`config.mk`:
```
export PLATFORM = sky130hd
export DESIGN_NAME = mult_div_unit
export DESIGN_NICKNAME = d
export VERILOG_FILES = /design/src/rtl/mdu_pkg.sv /design/src/rtl/mdu_div_core.sv /design/src/rtl/mult_div_unit.sv
export SDC_FILE = /design/constraint.sdc
export NUM_CORES = 2
export LEC_CHECK = 0
export ABC_AREA = 1
export BUFFER_PORTS_ARGS = -buffer_cell sky130_fd_sc_hd__buf_2
export CORE_ASPECT_RATIO = 1.2
export CORE_MARGIN = 5
export CORE_UTILIZATION = 43
export DETAILED_ROUTE_END_ITERATION = 8
export GPL_TIMING_DRIVEN = 0
export HOLD_SLACK_MARGIN = 0.06
export PLACE_DENSITY = 0.71
export SLEW_MARGIN = 5
export SYNTH_ARGS = -nofsm -noshare
export SYNTH_HDL_FRONTEND = slang
export SYNTH_HIERARCHICAL = 1
export SYNTH_SLANG_ARGS = --single-unit
```
`constraint.sdc`:
```
create_clock -name clk -period 16.1 [get_ports clk]
set_input_delay 0 -clock clk [delete_from_list [all_inputs] [get_ports clk]]
set_output_delay 0 -clock clk [all_outputs]
set_load 0.05 [all_outputs]
```
`src/rtl/mdu_pkg.sv`:
```
// Shared encodings for the multiply/divide unit: op codes, FSM states, divide sizing.
package mdu_pkg;

    localparam int DIV_STEPS = 32;
    localparam int CNT_BITS  = 5;

    typedef enum logic [1:0] {
        MDU_MULT  = 2'd0,
        MDU_MULTU = 2'd1,
        MDU_DIV   = 2'd2,
        MDU_DIVU  = 2'd3
    } mdu_op_e;

    typedef enum logic [1:0] {
        IDLE = 2'd0,
        MUL  = 2'd1,
        DIV  = 2'd2,
        FIX  = 2'd3
    } mdu_state_e;

endpackage

```
`src/rtl/mdu_div_core.sv`:
```
// Unsigned restoring radix-2 divider: one quotient bit per step, MSB first.
// A zero divisor naturally yields quotient all-ones and remainder = dividend.
module mdu_div_core #(
    parameter int DATA_BITS = 32
) (
    input  logic                 clk,
    input  logic                 rst_n,
    input  logic                 load,
    input  logic                 step,
    input  logic [DATA_BITS-1:0] dividend,
    input  logic [DATA_BITS-1:0] divisor,
    output logic [DATA_BITS-1:0] quotient,
    output logic [DATA_BITS-1:0] remainder
);

    logic [DATA_BITS-1:0] quo_reg;
    logic [DATA_BITS-1:0] rem_reg;
    logic [DATA_BITS-1:0] dvs_reg;
    logic [DATA_BITS:0]   shifted;
    logic [DATA_BITS:0]   diff;

    // Partial remainder shifted left with the next dividend bit, then trial-subtracted.
    always_comb begin
        shifted = {rem_reg, quo_reg[DATA_BITS-1]};
        diff    = shifted - {1'b0, dvs_reg};
    end

    // Dividend register doubles as the quotient shift register.
    always_ff @(posedge clk or negedge rst_n) begin
        if (!rst_n) begin
            quo_reg <= '0;
            rem_reg <= '0;
            dvs_reg <= '0;
        end else if (load) begin
            quo_reg <= dividend;
            rem_reg <= '0;
            dvs_reg <= divisor;
        end else if (step) begin
            if (!diff[DATA_BITS]) begin
                rem_reg <= diff[DATA_BITS-1:0];
                quo_reg <= {quo_reg[DATA_BITS-2:0], 1'b1};
            end else begin
                rem_reg <= shifted[DATA_BITS-1:0];
                quo_reg <= {quo_reg[DATA_BITS-2:0], 1'b0};
            end
        end
    end

    assign quotient  = quo_reg;
    assign remainder = rem_reg;

endmodule

```
`src/rtl/mult_div_unit.sv`:
```
// MIPS HI/LO multiply/divide unit: single-cycle multiply, 32-step divide plus sign fix.
module mult_div_unit
    import mdu_pkg::*;
#(
    parameter int DATA_BITS = 32
) (
    input  logic                 clk,
    input  logic                 rst_n,
    input  logic                 start,
    input  logic [1:0]           op,
    input  logic [DATA_BITS-1:0] src_a,
    input  logic [DATA_BITS-1:0] src_b,
    input  logic                 mthi,
    input  logic                 mtlo,
    input  logic [DATA_BITS-1:0] wdata,
    input  logic                 cancel,
    output logic                 busy,
    output logic                 done,
    output logic [DATA_BITS-1:0] hi,
    output logic [DATA_BITS-1:0] lo
);

    mdu_state_e             state_reg, state_next;
    logic [CNT_BITS-1:0]    cnt_reg;
    logic [DATA_BITS-1:0]   a_reg, b_reg;
    logic                   signed_reg;
    logic [DATA_BITS-1:0]   hi_reg, lo_reg;
    logic                   done_reg;

    logic                   accept, load, step, wr_mul, wr_div;
    logic                   op_signed;
    logic [DATA_BITS-1:0]   a_mag, b_mag;
    logic [2*DATA_BITS-1:0] ext_a, ext_b, product;
    logic [DATA_BITS-1:0]   core_q, core_r, q_fix, r_fix;

    // Even op codes (MULT, DIV) are the signed variants.
    assign op_signed = ~op[0];
    assign busy      = (state_reg != IDLE);

    // Magnitudes handed to the unsigned divider at issue time.
    always_comb begin
        a_mag = (op_signed && src_a[DATA_BITS-1]) ? (~src_a + 1'b1) : src_a;
        b_mag = (op_signed && src_b[DATA_BITS-1]) ? (~src_b + 1'b1) : src_b;
    end

    // Full-width product from sign- or zero-extended captured operands.
    always_comb begin
        ext_a   = {{DATA_BITS{signed_reg & a_reg[DATA_BITS-1]}}, a_reg};
        ext_b   = {{DATA_BITS{signed_reg & b_reg[DATA_BITS-1]}}, b_reg};
        product = ext_a * ext_b;
    end

    // Sign fix: quotient negated on sign mismatch, remainder follows the dividend.
    always_comb begin
        q_fix = (signed_reg && (a_reg[DATA_BITS-1] ^ b_reg[DATA_BITS-1])) ? (~core_q + 1'b1) : core_q;
        r_fix = (signed_reg && a_reg[DATA_BITS-1]) ? (~core_r + 1'b1) : core_r;
    end

    mdu_div_core #(.DATA_BITS(DATA_BITS)) u_div_core (
        .clk       (clk),
        .rst_n     (rst_n),
        .load      (load),
        .step      (step),
        .dividend  (a_mag),
        .divisor   (b_mag),
        .quotient  (core_q),
        .remainder (core_r)
    );

    // FSM state register.
    always_ff @(posedge clk or negedge rst_n) begin
        if (!rst_n) state_reg <= IDLE;
        else        state_reg <= state_next;
    end

    // Next-state and datapath strobes; cancel overrides everything while busy.
    always_comb begin
        state_next = state_reg;
        accept     = 1'b0;
        load       = 1'b0;
        step       = 1'b0;
        wr_mul     = 1'b0;
        wr_div     = 1'b0;
        case (state_reg)
            IDLE: begin
                if (start && !cancel) begin
                    accept     = 1'b1;
                    load       = op[1];
                    state_next = op[1] ? DIV : MUL;
                end
            end
            MUL: begin
                state_next = IDLE;
                wr_mul     = ~cancel;
            end
            DIV: begin
                if (cancel) begin
                    state_next = IDLE;
                end else begin
                    step = 1'b1;
                    if (cnt_reg == CNT_BITS'(DIV_STEPS - 1)) state_next = FIX;
                end
            end
            FIX: begin
                state_next = IDLE;
                wr_div     = ~cancel;
            end
            default: state_next = IDLE;
        endcase
    end

    // Operand capture and divide step counter.
    always_ff @(posedge clk or negedge rst_n) begin
        if (!rst_n) begin
            a_reg      <= '0;
            b_reg      <= '0;
            signed_reg <= 1'b0;
            cnt_reg    <= '0;
        end else begin
            if (accept) begin
                a_reg      <= src_a;
                b_reg      <= src_b;
                signed_reg <= op_signed;
            end
            if (load)      cnt_reg <= '0;
            else if (step) cnt_reg <= cnt_reg + 1'b1;
        end
    end

    // HI/LO: MT writes only when idle; op results land at the exit edge.
    always_ff @(posedge clk or negedge rst_n) begin
        if (!rst_n) begin
            hi_reg   <= '0;
            lo_reg   <= '0;
            done_reg <= 1'b0;
        end else begin
            done_reg <= wr_mul | wr_div;
            if (wr_mul) begin
                hi_reg <= product[2*DATA_BITS-1:DATA_BITS];
                lo_reg <= product[DATA_BITS-1:0];
            end else if (wr_div) begin
                hi_reg <= r_fix;
                lo_reg <= q_fix;
            end else if (!busy) begin
                if (mthi) hi_reg <= wdata;
                if (mtlo) lo_reg <= wdata;
            end
        end
    end

    assign done = done_reg;
    assign hi   = hi_reg;
    assign lo   = lo_reg;

endmodule

```
==> impl_results.md <==
- DRT Wirelength: 246 mm
- Cell Rows: 146
- Mux share of post-synthesis cell area: 0.158%
- CP Launch Point: a_reg[31]
- CTS Hold Buffers Added: 105
- RD Place Congestion: 1.08
- CTS Buffer Depth: 3
- I/O Buffers: 169
- Post-Place Cell Area: 60100 µm²
- Die width: 342 µm
- Fmax: 94.2 MHz
- Final Hold Violating Endpoints: 0
- CTS tree: yes
- Minimum clock period: 10620 ps
- # clock sinks: 233
- Status: completed
- Clk slew on worst S/H paths: 70 ps
- Synth async-reset ratio: 100%
- FF-to-FF End: hi[25]
- Most common cell after layout, fill and taps aside: nand2_1
- DRT iter0 DRCs: 4663
- Worst R2R Path Depth: 33
- Critical Path Sink: hi[25]
- Area delta synth->final: 8.84%
- Synth unique cells: 56
- Post-Syn Area per Cell: 7.32 µm²
- Setup_tns: 0 ps
- Top FF cell, synth: dfrtp_1
- Top Family by Delay on Critical Path: adder cells
- Synth Area in Compound Gates: 4.74%
- Slew Limit Fails: 0
- Routed Antenna Nets: 0
- Post-Synth Adder-Cell Area: 45.1%
- Cells after Synth: 7783
- CTS H-Tree Depth: 1
- Actual slew at the worst max-slew pin: 1470 ps
- Slew Limit Headroom: 1.82%
- Worst R2R Setup Slack: 5480 ps
- Drt pass-1 iters: 6
- Die area: 140000 µm²
- Post-synth net total: 9264
- Synth warn: 6
- GR Layer Usage met2: 58.4%
- Core Region: 132000 µm²
- Fin Hold WS: 142 ps
- Worst clock skew: 14.0 ps
- Cts repair resizes: 0
- First-pass GRT wire length: 358 mm
- Commonest cells after routing, fill and taps aside: 2382 x nand2_1, 2038 x inv_1, 1125 x fa_1
- Synth Area in Simple Gates: 22.4%
- IO Pins: 170
- Required time worst endpoint: 16590 ps
- Vias/cell: 5.29
- Crit path depth: 33
- Clk Latency, worst-skew pair: 570 ps
- Synth Area in XOR/XNOR: 1.35%
- DR WL/cell: 24.9 µm
- Total congestion overflow: 0
- Via Count: 52300
- CTS Root Cell: clkbuf_16
- Main combinational cell family by area after synthesis: adder cells
- Startpoint Class: flop
- Post-synth EDFFs: 0
- Initial Util: 43.2%
- Met1 Use GR: 39.6%
- CP Max Fanout: 10
- Endpoints failing setup: 0
- Max-cap violations: 0
- Setup crit end kind: flop
- Final HPWL DP: 210 mm
- FILL cells: 13500
- Slowest cell on the critical path: fa_1
- RSZ-0062 raised after global routing: no
- GRT Util Overall: 35.2%
- Reg2reg start: a_reg[31]
- Initial antenna violation count: 5
- Die Y: 409 µm
- Largest net degree at the start of global routing: 104
- Final core utilization: 47.0%
- Post-route clock period utilization: 66.0%
- Grt met3 use: 6.28%
- Post-synthesis register bit count: 233
- Fin area: 62000 µm²
- Critical path type: reg -> reg
- Crit path DAT: 11110 ps
- CP max stage delay: 940 ps
- Num CTS Buffers: 24
- Drt drc: 0
- Synthesized area: 57000 µm²
- Post-CTS Setup Inserts: 0
- Net total in the final layout: 9566
- Busiest grt layer: met2
- Share of cells above drive strength 1: 4.29%
- Number of global-route vias before repair: 54700
- Buffer and inverter count on the worst path: 13
- Crit path top cell by count: fa_1
- Sequential fraction of the synthesis area: 10.2%
- HP Class: in -> reg
## metal layers
| metal | vias to the layer above | share of wire, % | wire (µm) |
|---|---|---|---|
| met3 | 898 | 8.2 | 20100 |
| met1 | 25600 | 34 | 84600 |
| met5 | - | 0 | 0 |
| met2 | 2787 | 47 | 114000 |
| li1 | 23000 | - | - |
| met4 | 0 | 11 | 26600 |
## tightest hold or removal path: stages
cell	delay [ps]
buf_2	80
nand2_1	110
nand2_1	130
nand2_1	100
nand2_1	140
nand2_1	70
nand2_1	50
## cell usage after synthesis (27+ instances only)
master       n  area share [%]
clkbuf_1   308             2.0
nand3_1    261             2.3
nor3_1      29            0.25
inv_1     2038              13
fa_1      1126              40
a21oi_1    189             1.7
nand4_1     40            0.44
nor2_1     374             2.5
nand2_1   2382              16
dfrtp_1    233              10
o21ai_0    158             1.4
xor2_1      70             1.1
ha_1       251             5.5
o221ai_1    27            0.41
## worst min path at each step
stage          startpoint  slack (ps)           end  depth (start not counted)
3_3_place_gp        op[1]         290  state_reg[0]                          3
4_1_cts         wdata[19]          60        hi[19]                          5
3_5_place_dp        rst_n         -70    cnt_reg[2]                          1
5_1_grt         wdata[19]          90        hi[19]                          5
6_report        wdata[26]         140        lo[26]                          7
2_1_floorplan       rst_n        -300      a_reg[0]                          0
## through the flow
step	setup WS, ps	std cells
floorplan	8410	7783
global placement	5770	9728
detailed placement	5680	9730
CTS	5630	9879
global route	5150	9882
finish	5480	9883
## area by class of cell
class                           count  area, µm²  area share (%)
Multi-Input combinational cell   5139      42000            67.7
Tap cell                         1776       2220            3.58
Antenna cell                        4       10.0          0.0161
Clock inverter                     15        169           0.272
Buffer                            351       1420            2.28
Timing Repair Buffer              276       1980            3.19
Inverter                         2060       7730            12.5
Sequential cell                   233       5830            9.40
Clock buffer                       29        649            1.05
## cell families after synthesis
logic type / count (synthesis)
AND/OR/NAND/NOR: 3185
multiplexers: 8
flip-flops: 233
adder cells (fa/ha/maj): 1377
buffers and inverters: 2411
AO/OA/AOI/OAI: 481
XOR/XNOR: 88
Power is not shown: default switching activity piles up to over one toggle a cycle in this logic, so the estimate is an artifact.
